## src/rtl/mips_mem_pkg.sv

```systemverilog
// ============================================================================
// mips_mem_pkg : opcodes, FSM encoding and helpers for the data-memory unit
// Rev 1.0
// ============================================================================
`default_nettype none

package mips_mem_pkg;

    localparam logic [5:0] OP_LW  = 6'b100011;
    localparam logic [5:0] OP_LHU = 6'b100101;
    localparam logic [5:0] OP_LBU = 6'b100100;
    localparam logic [5:0] OP_SW  = 6'b101011;
    localparam logic [5:0] OP_SH  = 6'b101001;
    localparam logic [5:0] OP_SB  = 6'b101000;

    localparam int DEFAULT_TIMEOUT_CYCLES = 16;

    typedef enum logic [1:0] {
        IDLE   = 2'd0,
        ACCESS = 2'd1,
        DONE   = 2'd2
    } state_t;

    function automatic logic op_is_valid(input logic [5:0] op);
        return (op == OP_LW) || (op == OP_LHU) || (op == OP_LBU) ||
               (op == OP_SW) || (op == OP_SH)  || (op == OP_SB);
    endfunction

    function automatic logic op_is_store(input logic [5:0] op);
        return (op == OP_SW) || (op == OP_SH) || (op == OP_SB);
    endfunction

    // Byte accesses can never be misaligned.
    function automatic logic op_is_misaligned(input logic [5:0] op, input logic [1:0] lo);
        if ((op == OP_LW) || (op == OP_SW))
            return lo != 2'b00;
        if ((op == OP_LHU) || (op == OP_SH))
            return lo[0];
        return 1'b0;
    endfunction

endpackage

`default_nettype wire

```

## src/rtl/mips_store_lane_aligner.sv

```systemverilog
// ============================================================================
// mips_store_lane_aligner : byte enables and lane-replicated write data
// Rev 1.0
// ============================================================================
`default_nettype none

module mips_store_lane_aligner
    import mips_mem_pkg::*;
(
    input  logic [5:0]  opcode,
    input  logic [1:0]  addr_lo,
    input  logic [31:0] store_data,
    output logic [3:0]  be,
    output logic [31:0] wdata
);

    // Loads read the full word; the load path picks the lane afterwards.
    always_comb begin
        be    = 4'b1111;
        wdata = 32'h0;
        case (opcode)
            OP_SB: begin
                be    = 4'b0001 << addr_lo;
                wdata = {4{store_data[7:0]}};
            end
            OP_SH: begin
                be    = 4'b0011 << addr_lo;
                wdata = {2{store_data[15:0]}};
            end
            OP_SW: begin
                wdata = store_data;
            end
            default: ;
        endcase
    end

endmodule

`default_nettype wire

```

## src/rtl/mips_data_mem_access_unit.sv

```systemverilog
// ============================================================================
// mips_data_mem_access_unit : multicycle load/store unit with req/ready bus
// Rev 1.0
// ============================================================================
`default_nettype none

module mips_data_mem_access_unit
    import mips_mem_pkg::*;
#(
    parameter int TIMEOUT_CYCLES = DEFAULT_TIMEOUT_CYCLES
)
(
    input  logic        clk,
    input  logic        rst_n,
    input  logic        req_valid,
    output logic        req_ready,
    input  logic [5:0]  opcode,
    input  logic [31:0] addr,
    input  logic [31:0] store_data,
    output logic        busy,
    output logic        done,
    output logic [31:0] load_data,
    output logic [5:0]  load_opcode,
    output logic        misaligned,
    output logic        bus_error,
    output logic        mem_req,
    output logic        mem_we,
    output logic [31:0] mem_addr,
    output logic [3:0]  mem_be,
    output logic [31:0] mem_wdata,
    input  logic [31:0] mem_rdata,
    input  logic        mem_ready
);

    localparam int CNT_W = (TIMEOUT_CYCLES > 1) ? $clog2(TIMEOUT_CYCLES + 1) : 1;
    localparam logic [CNT_W-1:0] CNT_LAST = CNT_W'(TIMEOUT_CYCLES - 1);

    state_t           state;
    logic [1:0]       addr_lo;
    logic [CNT_W-1:0] tcount;
    logic [3:0]       lane_be;
    logic [31:0]      lane_wdata;
    logic [31:0]      rd_aligned;
    logic             timeout_hit;

    assign req_ready = (state == IDLE);
    assign busy      = (state != IDLE);

    // The count holds the number of earlier stalled cycles, so this cycle is the last allowed one.
    assign timeout_hit = (TIMEOUT_CYCLES != 0) && (tcount == CNT_LAST);

    mips_store_lane_aligner u_lane_aligner (
        .opcode     (opcode),
        .addr_lo    (addr[1:0]),
        .store_data (store_data),
        .be         (lane_be),
        .wdata      (lane_wdata)
    );

    always_comb begin
        rd_aligned = 32'h0;
        case (load_opcode)
            OP_LW:   rd_aligned = mem_rdata;
            OP_LHU:  rd_aligned = {16'h0, mem_rdata[{addr_lo[1], 4'b0000} +: 16]};
            OP_LBU:  rd_aligned = {24'h0, mem_rdata[{addr_lo, 3'b000} +: 8]};
            default: rd_aligned = 32'h0;
        endcase
    end

    always_ff @(posedge clk) begin
        if (!rst_n) begin
            state       <= IDLE;
            addr_lo     <= 2'b00;
            tcount      <= '0;
            done        <= 1'b0;
            load_data   <= 32'h0;
            load_opcode <= 6'h0;
            misaligned  <= 1'b0;
            bus_error   <= 1'b0;
            mem_req     <= 1'b0;
            mem_we      <= 1'b0;
            mem_addr    <= 32'h0;
            mem_be      <= 4'h0;
            mem_wdata   <= 32'h0;
        end else begin
            done <= 1'b0;
            case (state)
                IDLE: begin
                    if (req_valid && op_is_valid(opcode)) begin
                        load_opcode <= opcode;
                        addr_lo     <= addr[1:0];
                        misaligned  <= 1'b0;
                        bus_error   <= 1'b0;
                        tcount      <= '0;
                        if (op_is_misaligned(opcode, addr[1:0])) begin
                            misaligned <= 1'b1;
                            load_data  <= 32'h0;
                            done       <= 1'b1;
                            state      <= DONE;
                        end else begin
                            mem_req   <= 1'b1;
                            mem_we    <= op_is_store(opcode);
                            mem_addr  <= {addr[31:2], 2'b00};
                            mem_be    <= lane_be;
                            mem_wdata <= lane_wdata;
                            state     <= ACCESS;
                        end
                    end
                end
                ACCESS: begin
                    if (mem_ready) begin
                        mem_req   <= 1'b0;
                        load_data <= rd_aligned;
                        done      <= 1'b1;
                        state     <= DONE;
                    end else if (timeout_hit) begin
                        mem_req   <= 1'b0;
                        bus_error <= 1'b1;
                        load_data <= 32'h0;
                        done      <= 1'b1;
                        state     <= DONE;
                    end else begin
                        tcount <= tcount + 1'b1;
                    end
                end
                DONE: begin
                    state <= IDLE;
                end
                default: begin
                    state <= IDLE;
                end
            endcase
        end
    end

endmodule

`default_nettype wire

```

## config.mk

```make
export PLATFORM = sky130hd
export DESIGN_NAME = mips_data_mem_access_unit
export DESIGN_NICKNAME = d
export VERILOG_FILES = /design/src/rtl/mips_mem_pkg.sv /design/src/rtl/mips_store_lane_aligner.sv /design/src/rtl/mips_data_mem_access_unit.sv
export SDC_FILE = /design/constraint.sdc
export NUM_CORES = 1
export LEC_CHECK = 0
export ABC_CLOCK_PERIOD_IN_PS = 4450
export CORE_MARGIN = 2
export CORE_UTILIZATION = 47
export CTS_BUF_LIST = sky130_fd_sc_hd__clkbuf_16
export DETAILED_ROUTE_END_ITERATION = 8
export PLACE_DENSITY_LB_ADDON = 0.3
export SYNTH_ARGS = -nofsm -noshare
export SYNTH_HDL_FRONTEND = slang
export SYNTH_SLANG_ARGS = --single-unit
export TNS_END_PERCENT = 30
```

## constraint.sdc

```tcl
create_clock -name clk -period 4.45 [get_ports clk]
set_input_delay 1.335 -clock clk [delete_from_list [all_inputs] [get_ports clk]]
set_output_delay 1.335 -clock clk [all_outputs]
set_load 0.02 [all_outputs]
```

# ---- After elaboration in Yosys (flattened, before gate mapping)
# Index checks and enable logic that the tools add are counted.
dict set report classes {
  n_reduce_logical 21
  bitwise_logic 1
  muxes 47
  eq_ne 18
  n_addsub 1
  shift 4
}
# operator n
set ops {}
lappend ops {{32-bit one-hot mux with 3 select lines} 2}
lappend ops {{32-bit 2-to-1 mux} 4}
lappend ops {{32-bit one-hot mux with 2 select lines} 1}
lappend ops {{6-bit equality test, second input constant} 9}
lappend ops {{32-bit by 6-bit indexed part select with 16-bit output} 1}
lappend ops {{32-bit by 6-bit indexed part select with 8-bit output} 1}
lappend ops {{1-bit 2-to-1 mux} 27}
lappend ops {{4-bit AND reduction} 4}
lappend ops {{5-bit 2-to-1 mux} 3}
lappend ops {{5-bit one-hot mux with 2 select lines} 1}
lappend ops {{1-bit logical OR} 9}
lappend ops {{2-bit 2-to-1 mux} 4}
lappend ops {{2-bit inequality test, second input constant} 4}
lappend ops {{4-bit one-hot mux with 2 select lines} 1}
lappend ops {{1-bit one-hot mux with 2 select lines} 3}
lappend ops {{2-bit nonzero test} 3}
lappend ops {{5-bit by 1-bit adder with 5-bit output, second input constant} 1}
lappend ops {{5-bit by 4-bit equality test with 1-bit output, second input constant} 1}
lappend ops {{2-bit by 1-bit inequality test with 1-bit output, second input constant} 2}
lappend ops {{2-bit one-hot mux with 2 select lines} 1}
lappend ops {{2-bit AND reduction} 2}
lappend ops {{1-bit by 2-bit << shifter with 4-bit output, first input constant} 1}
lappend ops {{2-bit by 2-bit << shifter with 4-bit output, first input constant} 1}
lappend ops {{3-bit inequality test, second input constant} 1}
lappend ops {{other kinds (5)} 5}
dict set report totals {
  word_cells 105
  input_bits 106
  out_inout_bits 113
  regBits 118
}

# ---- Depth between registers and ports, before layout
# Gate-level depths: netlist (run 1).
dict set report logic_depth {
  ltp_word 22
  mapped_depth 9
  depth_no_buf 8
}

# ---- Cells and area by module
# From an unflattened synthesis (run 1), not the netlist that was laid out.
dict set report hier_totals {
  hier_cells 627
  hier_area_um2 5690.5
}
# module n_inst seq_area_each_um2 cells_per_inst area_each_um2
set by_module_without_submodules {}
lappend by_module_without_submodules {mips_data_mem_access_unit 1 2362.3 522 5018.6}
lappend by_module_without_submodules {mips_store_lane_aligner 1 0.0 105 671.9}

# ---- Worst setup path before layout (run 1)
# Ideal clock, no wire load.
dict set report synth_timing {
  path_kind {input to register}
  from {input opcode[0]}
  to {register mem_wdata[24]}
  cell_stages 9
  required_time_ns 4.334
  setup_slack_ns 1.640
  setup_time_ns 0.116
  path_buffers 4
  arrival_ns 2.694
  path_cell_list {clkbuf_1 -> nand2_1 -> o22ai_1 -> and4_1 -> buf_4 -> nand3_1 -> buf_4 -> buf_6 -> a31o_1}
}
dict set report synth_between {
  elab_chain_len 14
  word_cells_on_any_way 32
  cone_classes {eq/ne (6); mux (16); bitwise (1); reduce/logical (9)}
}
# element line_no
set synth_rtl {}
lappend synth_rtl {{from (decl)} mips_data_mem_access_unit.sv:17} ;# input logic [5:0] opcode,
lappend synth_rtl {{6-bit equality test, on equally long branches} -}
lappend synth_rtl {{1-bit logical OR} mips_mem_pkg.sv:37} ;# if ((op == OP_LHU) || (op == OP_SH))
lappend synth_rtl {{1-bit 2-to-1 mux (2 in series)} mips_mem_pkg.sv:37}
lappend synth_rtl {{1-bit 2-to-1 mux} mips_data_mem_access_unit.sv:89} ;# if (req_valid && op_is_valid(opcode)) begin
lappend synth_rtl {{1-bit 2-to-1 mux} mips_data_mem_access_unit.sv:87} ;# case (state)
lappend synth_rtl {{1-bit 2-to-1 mux} mips_data_mem_access_unit.sv:71} ;# if (!rst_n) begin
lappend synth_rtl {{1-bit 2-to-1 mux} mips_mem_pkg.sv:39} ;# return 1'b0;
lappend synth_rtl {{1-bit 2-to-1 mux} mips_mem_pkg.sv:37}
lappend synth_rtl {{1-bit 2-to-1 mux} mips_data_mem_access_unit.sv:89}
lappend synth_rtl {{1-bit 2-to-1 mux} mips_data_mem_access_unit.sv:87}
lappend synth_rtl {{1-bit 2-to-1 mux} mips_data_mem_access_unit.sv:71}
lappend synth_rtl {{1-bit inverter (no line)} -}
lappend synth_rtl {{3-bit AND reduction (no line)} -}
lappend synth_rtl {{to (signal assigned)} mips_data_mem_access_unit.sv:105} ;# mem_wdata <= lane_wdata;
lappend synth_rtl {{to (decl)} mips_data_mem_access_unit.sv:30} ;# output logic [31:0] mem_wdata,
# Several ways; a longest one is shown, not always the timed one. The select of a mux whose other input is x is not followed.
# A chain may end at the register's enable or synchronous reset.

# ---- Worst setup path in the final report (run 1)
dict set report layout_timing {
  from {input opcode[1]}
  to {register mem_wdata[8]}
}
# Same word-level chain as after synthesis.

==> results.cfg, run 1 <==
[worst_setup_path]
r2r_slack_ps = 2110
start_kind = primary input
reg2reg_depth = 9
crit_arrival_ps = 3840
cp-end-kind = register
cp_data_required_time_ps = 4780
crit_path_cell_trace = clkdlybuf4s50_1 > buf_4 > and2_1 > nand3_1 > nand3_4 > buf_12 > mux2i_1
cpPeakStageDelay_ps = 620
crit_slowest_cell = clkdlybuf4s50_1
cp_max_fo = 33
path_class = in2reg
path_delay_family = buffers and inverters
critPathBufInv = 3
crit_cells = 7

[timing]
tns_ps = 0
rsz0062_at_grt = no
period_needed_ps = 3508
relSlewSlack = 0.3508
setup_viol_count_final = 0
fmax_mhz = 285.1
worstMarginPinSlew_ps = 969.5
whs_ps = 459.1
final_hold_viol_count = 0
slew_viol_final = 0
post-route-period-util = 0.7883
skew_ps = 9.797

[die]
die_y_um = 110.8
die-area_um2 = 12280
ios = 219
rows = 39
start_util = 0.4756
core_um2 = 11270
die_x_um = 110.8

[clocking]
post_cts_buffers = 0
insertion_delay_ps = 420
postCtsResizedCells = 0
cts_sinks = 118
h-tree-depth = 4
cts_root_buffer = clkbuf_16
cts_buffer_depth = 2
clk_pin_slew_ps = 50
cts_buffers = 17
cts_tree = built
ctsHoldBuffers = 0

[pwr]
vdd_drop_max_uv = 372.8
p_leak_uw = 0.003306
fin_total_pwr_uw = 2778
powerDensity_nw_per_um2 = 340.0

[place]
portBuffers = 216
dp_hpwl_mm = 11.51
dp_cells = 922
gp_congestion = 0.9595
dpl_cell_area_um2 = 7552

[synth]
ys_top_cells_by_count = nand2_1, dfxtp_1, mux2i_1
yosys-top-cells-area = dfxtp_1, mux2i_1, nand2_1
yosysTopAreaCellShare = 0.4406
synth-edff-count = 0
synth-seq-area-share = 0.4406
yosys_warnings = 0
yosysTopAreaCell = dfxtp_1
yosys_register_bits = 118
avgSynthCellArea_um2 = 8.921
synth_most_common_cell = nand2_1
synth.cell_area_um2 = 5361
synthDistinctLibCells = 47
synthArstFlopShare = 0
syn_inst = 601
synth_flop_cell = dfxtp_1

[detailed_routing]
drc_errors = 0
drt_iter0_drc = 419
vias = 5178
routed_wl_mm = 16.15
avgRoutedWirePerCell_um = 16.95
viasPerCell = 5.433
ant_nets = 0
firstDrtPassIters = 5

[final_layout]
multi_input_area_um2 = 2690
nets = 906
final_area_um2 = 8169
ff_latch_area_um2 = 2362
area_delta_synth_final_pct = 52.37
finalNonFillerCells = 953
diodes = 0
drive_above_1_share = 0.06420
fill_cells = 823

[worst_hold_path]
min_path_type = reg2reg
whs_path_depth = 2

[grt]
first_global_vias = 4948
grt_max_degree = 78
gr-total-overflow = 0
track_usage = 0.2603
grt_first_pass_wirelength_mm = 25.42
antenna_found_initial = 0

[flow_run]
maxCapViolations = 0

[status]
status = finished, final reports clean
[routing by layer]
layer	vias to the layer above	share of wire	global-route usage	wire, um
li1	2475	-	-	-
met1	2426	0.41	0.3231	6649
met2	245	0.48	0.4164	7783
met3	32	0.081	0.07326	1314
met4	0	0.025	0.1283	403
met5	-	0	0	0
[registers in the layout, indices dropped and copies added (netlist names), 2 cells and up]
signal       flops
addr_lo          2
load_data       32
load_opcode      6
mem_addr        30
mem_be           4
mem_wdata       32
state            2
tcount           5
[cell usage in the layout, fill, tap and decap left out, types with 3 or more instances in the layout]
master           instances
and3_1                   4
inv_1                   17
o21ai_0                 19
a22oi_1                 16
nor2_1                  24
clkdlybuf4s50_1        215
a211oi_2                 4
clkbuf_16               17
buf_4                    8
nor2b_1                  5
clkinv_2                 3
nand2_1                143
nand3_1                  7
nand2b_1                 4
o2bb2ai_1               15
nor3_1                   6
a31o_1                   8
clkinv_1                 5
bufinv_16                5
nand3b_1                 3
mux2i_1                 71
a21oi_1                 17
nor4b_1                  9
nand4_1                  3
a22o_1                  25
dfxtp_1                118
mux2_2                   7
[power by group]
part           switching (uW)  internal, uW  leakage [uW]
registers                6.92          1070      0.000951
logic                     122           139       0.00205
clock network             469           974      0.000307
[kinds of logic (layout without fill, tap and decap cells)]
| kind of cell | after synthesis | after routing | synth area share |
|---|---|---|---|
| AND/OR/NAND/NOR | 218 | 218 | 0.1820 |
| flip-flops | 118 | 118 | 0.4406 |
| AO/OA/AOI/OAI | 115 | 115 | 0.1592 |
| multiplexers | 78 | 78 | 0.1473 |
| buffers and inverters | 66 | 274 | 0.06068 |
| XOR/XNOR | 3 | 3 | 0.004902 |
| adder cells (fa/ha/maj) | 2 | 2 | 0.004667 |
| other | 1 | 2 | 0.0006994 |
[through the flow]
step                      utilization  setup WS, ps
final                          0.7247         942.0
after global routing           0.7247         825.2
after CTS                      0.7247         977.4
after detailed placement       0.6700         555.1
after global placement         0.6700         672.8
after floorplan                     -          1640
[worst register-to-register path, stage by stage, from the launching register on]
cell and delay [ps]:
dfxtp_1 330, ha_1 220, and3_1 180, ha_1 210, nor4b_2 380, nor2_1 90
o211a_1 160, a21oi_2 130, buf_4 350, a22o_1 230
[cell type report]
cell class,instances,area share
Inverter,17,0.007811
Clock inverter,14,0.02343
Multi-Input combinational cell,418,0.3293
Timing Repair Buffer,226,0.2763
Tap cell,143,0.02190
Sequential cell,118,0.2892
Clock buffer,17,0.05208
[path summary, 6_finish.rpt]
check | from | end
max | opcode[1] | mem_wdata[8]
min | addr_lo[0] | addr_lo[0]
max reg2reg | tcount[0] | load_data[22]
min reg2reg | addr_lo[0] | addr_lo[0]
Note: power is estimated with default switching activity, not from simulation.
==> run 2: changes to the inputs <==
--- a/config.mk
+++ b/config.mk
@@ -5,9 +5,9 @@
 export SDC_FILE = /design/constraint.sdc
 export NUM_CORES = 1
 export LEC_CHECK = 0
-export ABC_CLOCK_PERIOD_IN_PS = 4450
+export ABC_CLOCK_PERIOD_IN_PS = 3400
 export CORE_MARGIN = 2
-export CORE_UTILIZATION = 47
+export CORE_UTILIZATION = 43
 export CTS_BUF_LIST = sky130_fd_sc_hd__clkbuf_16
 export DETAILED_ROUTE_END_ITERATION = 8
 export PLACE_DENSITY_LB_ADDON = 0.3
==> constraint.sdc (replaced) <==
create_clock -name clk -period 3.4 [get_ports clk]
set_input_delay 1.02 -clock clk [delete_from_list [all_inputs] [get_ports clk]]
set_output_delay 1.02 -clock clk [all_outputs]
set_load 0.02 [all_outputs]
==> run 2 against run 1 <==
Compared with the run above:
- sequential share of layout area unchanged
- highest routed layer unchanged
- clock skew rose by 0.52 ps
- die area increased by 9.0%
- worst setup slack worse by 480 ps
- clock-buffer cell count is the same
- clock power is 15% higher
- final cell count grew 3.3%
- critical path type unchanged
- total power rose by 23%
==> results.cfg, run 2 (synthesis results as in run 1) <==
[detailed_routing]
viasPerCell = 5.263
drc_errors = 0
routed_wl_mm = 16.25
drt_iter0_drc = 399
vias = 5179
ant_nets = 0
avgRoutedWirePerCell_um = 16.51
firstDrtPassIters = 5

[pwr]
p_leak_uw = 0.003301
swShare = 0.2285
intPower_uw = 2630
vdd_drop_max_uv = 254.0
powerDensity_nw_per_um2 = 417.3
combPwrFrac = 0.101
power_frac_clock = 0.487
p_sw_uw = 778.9
power_frac_seq = 0.412

[worst_setup_path]
cp-end-kind = register
cp_max_fo = 16
path_delay_family = simple AND/OR/NAND/NOR gates
path_class = in2reg
crit_slowest_cell = nor2_1
start_kind = primary input
reg2reg_depth = 9
critPathBufInv = 2
cpPeakStageDelay_ps = 790
startpoint = opcode[0]
crit_arrival_ps = 3290
r2r_start = tcount[0]
crit_cells = 6
crit_path_cell_trace = clkdlybuf4s50_1 > buf_4 > nor2_1 > a21oi_1 > nor4b_1 > a31o_1
cp_data_required_time_ps = 3750

[status]
status = finished, final reports clean

[timing]
skew_ps = 10.31
post-route-period-util = 0.8643
period_needed_ps = 2939
setup_viol_count_final = 0
final_hold_viol_count = 0
relSlewSlack = 0.3083
slew_viol_final = 0
rsz0062_at_grt = no
tns_ps = 0
worstMarginPinSlew_ps = 1034
fmax_mhz = 340.3

[final_layout]
diodes = 0
drive_above_1_share = 0.06985
finish.utilization = 0.6745
top_regs = load_data: 32 flops, mem_wdata: 32 flops, mem_addr: 30 flops
area_delta_synth_final_pct = 52.37
layout_commonest_cell = clkdlybuf4s50_1
nets = 911
final_cell_mix = clkdlybuf4s50_1, nand2_1, dfxtp_1

[clocking]
clk_pin_slew_ps = 50
cts_tree = built
cts_sinks = 118
cts_buffers = 17
ctsHoldBuffers = 0
cts_root_buffer = clkbuf_16
postCtsResizedCells = 0
post_cts_buffers = 0
cts_buffer_depth = 2
insertion_delay_ps = 410
h-tree-depth = 4

[grt]
gr-total-overflow = 0
grt_first_pass_wirelength_mm = 26.04
grt_max_degree = 78
first_global_vias = 5185
antenna_found_initial = 0
track_usage = 0.2489

[place]
portBuffers = 216
gp_congestion = 0.8555
dp_hpwl_mm = 11.82

[die]
core_um2 = 12110
start_util = 0.4427
die_x_um = 115.7
ios = 219
rows = 40
die-area_um2 = 13380
die_y_um = 115.7

[worst_hold_path]
min_path_type = reg2reg
whs_path_depth = 2
holdCritStartpoint = mem_addr[19]

[flow_run]
maxCapViolations = 0
-- run 2: changes by cell type in the layout (fill, tap and decap cells not counted) --
cell and change:
buf_4 +5, bufinv_16 -3, clkinv_2 +2, clkinvlp_4 +1, inv_1 +1
-- run 2: through the flow --
stage	cell area [um^2]	cells	worst slack, ps	total power (uW)	hold WS (ps)
after floorplan	5365	602	905.0	1582	431.8
after global placement	7621	952	315.5	1768	443.1
after detailed placement	7621	952	126.8	1773	449.5
after CTS	8169	984	514.8	3436	457.0
after global routing	8169	984	313.0	3530	479.4
final	8169	984	461.4	3409	455.3
-- run 2: path summary, 6_finish.rpt --
kind                                      end  slack (ps)
worst max-delay path            mem_wdata[31]         460
worst max register to register  load_data[16]        1060
worst min register to register   mem_addr[19]         460
worst min-delay path             mem_addr[19]         460
-- run 2: tightest hold or removal path, stage by stage (launching register included) --
cell and delay [ps]:
dfxtp_1 300, nand2_1 50, mux2i_1 50
-- run 2: area by class of cell --
cell class | instances | area, um^2
Clock inverter | 15 | 122.6
Tap cell | 168 | 210.2
Clock buffer | 17 | 425.4
Inverter | 17 | 63.81
Timing Repair Buffer | 231 | 2295
Fill cell | 994 | 3943
Multi-Input combinational cell | 418 | 2690
Sequential cell | 118 | 2362
-- run 2: power by group through the flow --
stage	combinational [uW]	sequential [uW]	clock, uW
finish	343	1410	1660
detailed placement	339	1430	0
global route	369	1410	1760
CTS	342	1400	1690
floorplan	137	1440	0
global placement	335	1430	0
-- run 2: routing by layer --
metal	wire, um	global-route usage
met1	7082	0.3181
met2	7517	0.3938
met3	1286	0.07479
met4	365	0.1032
met5	0	0
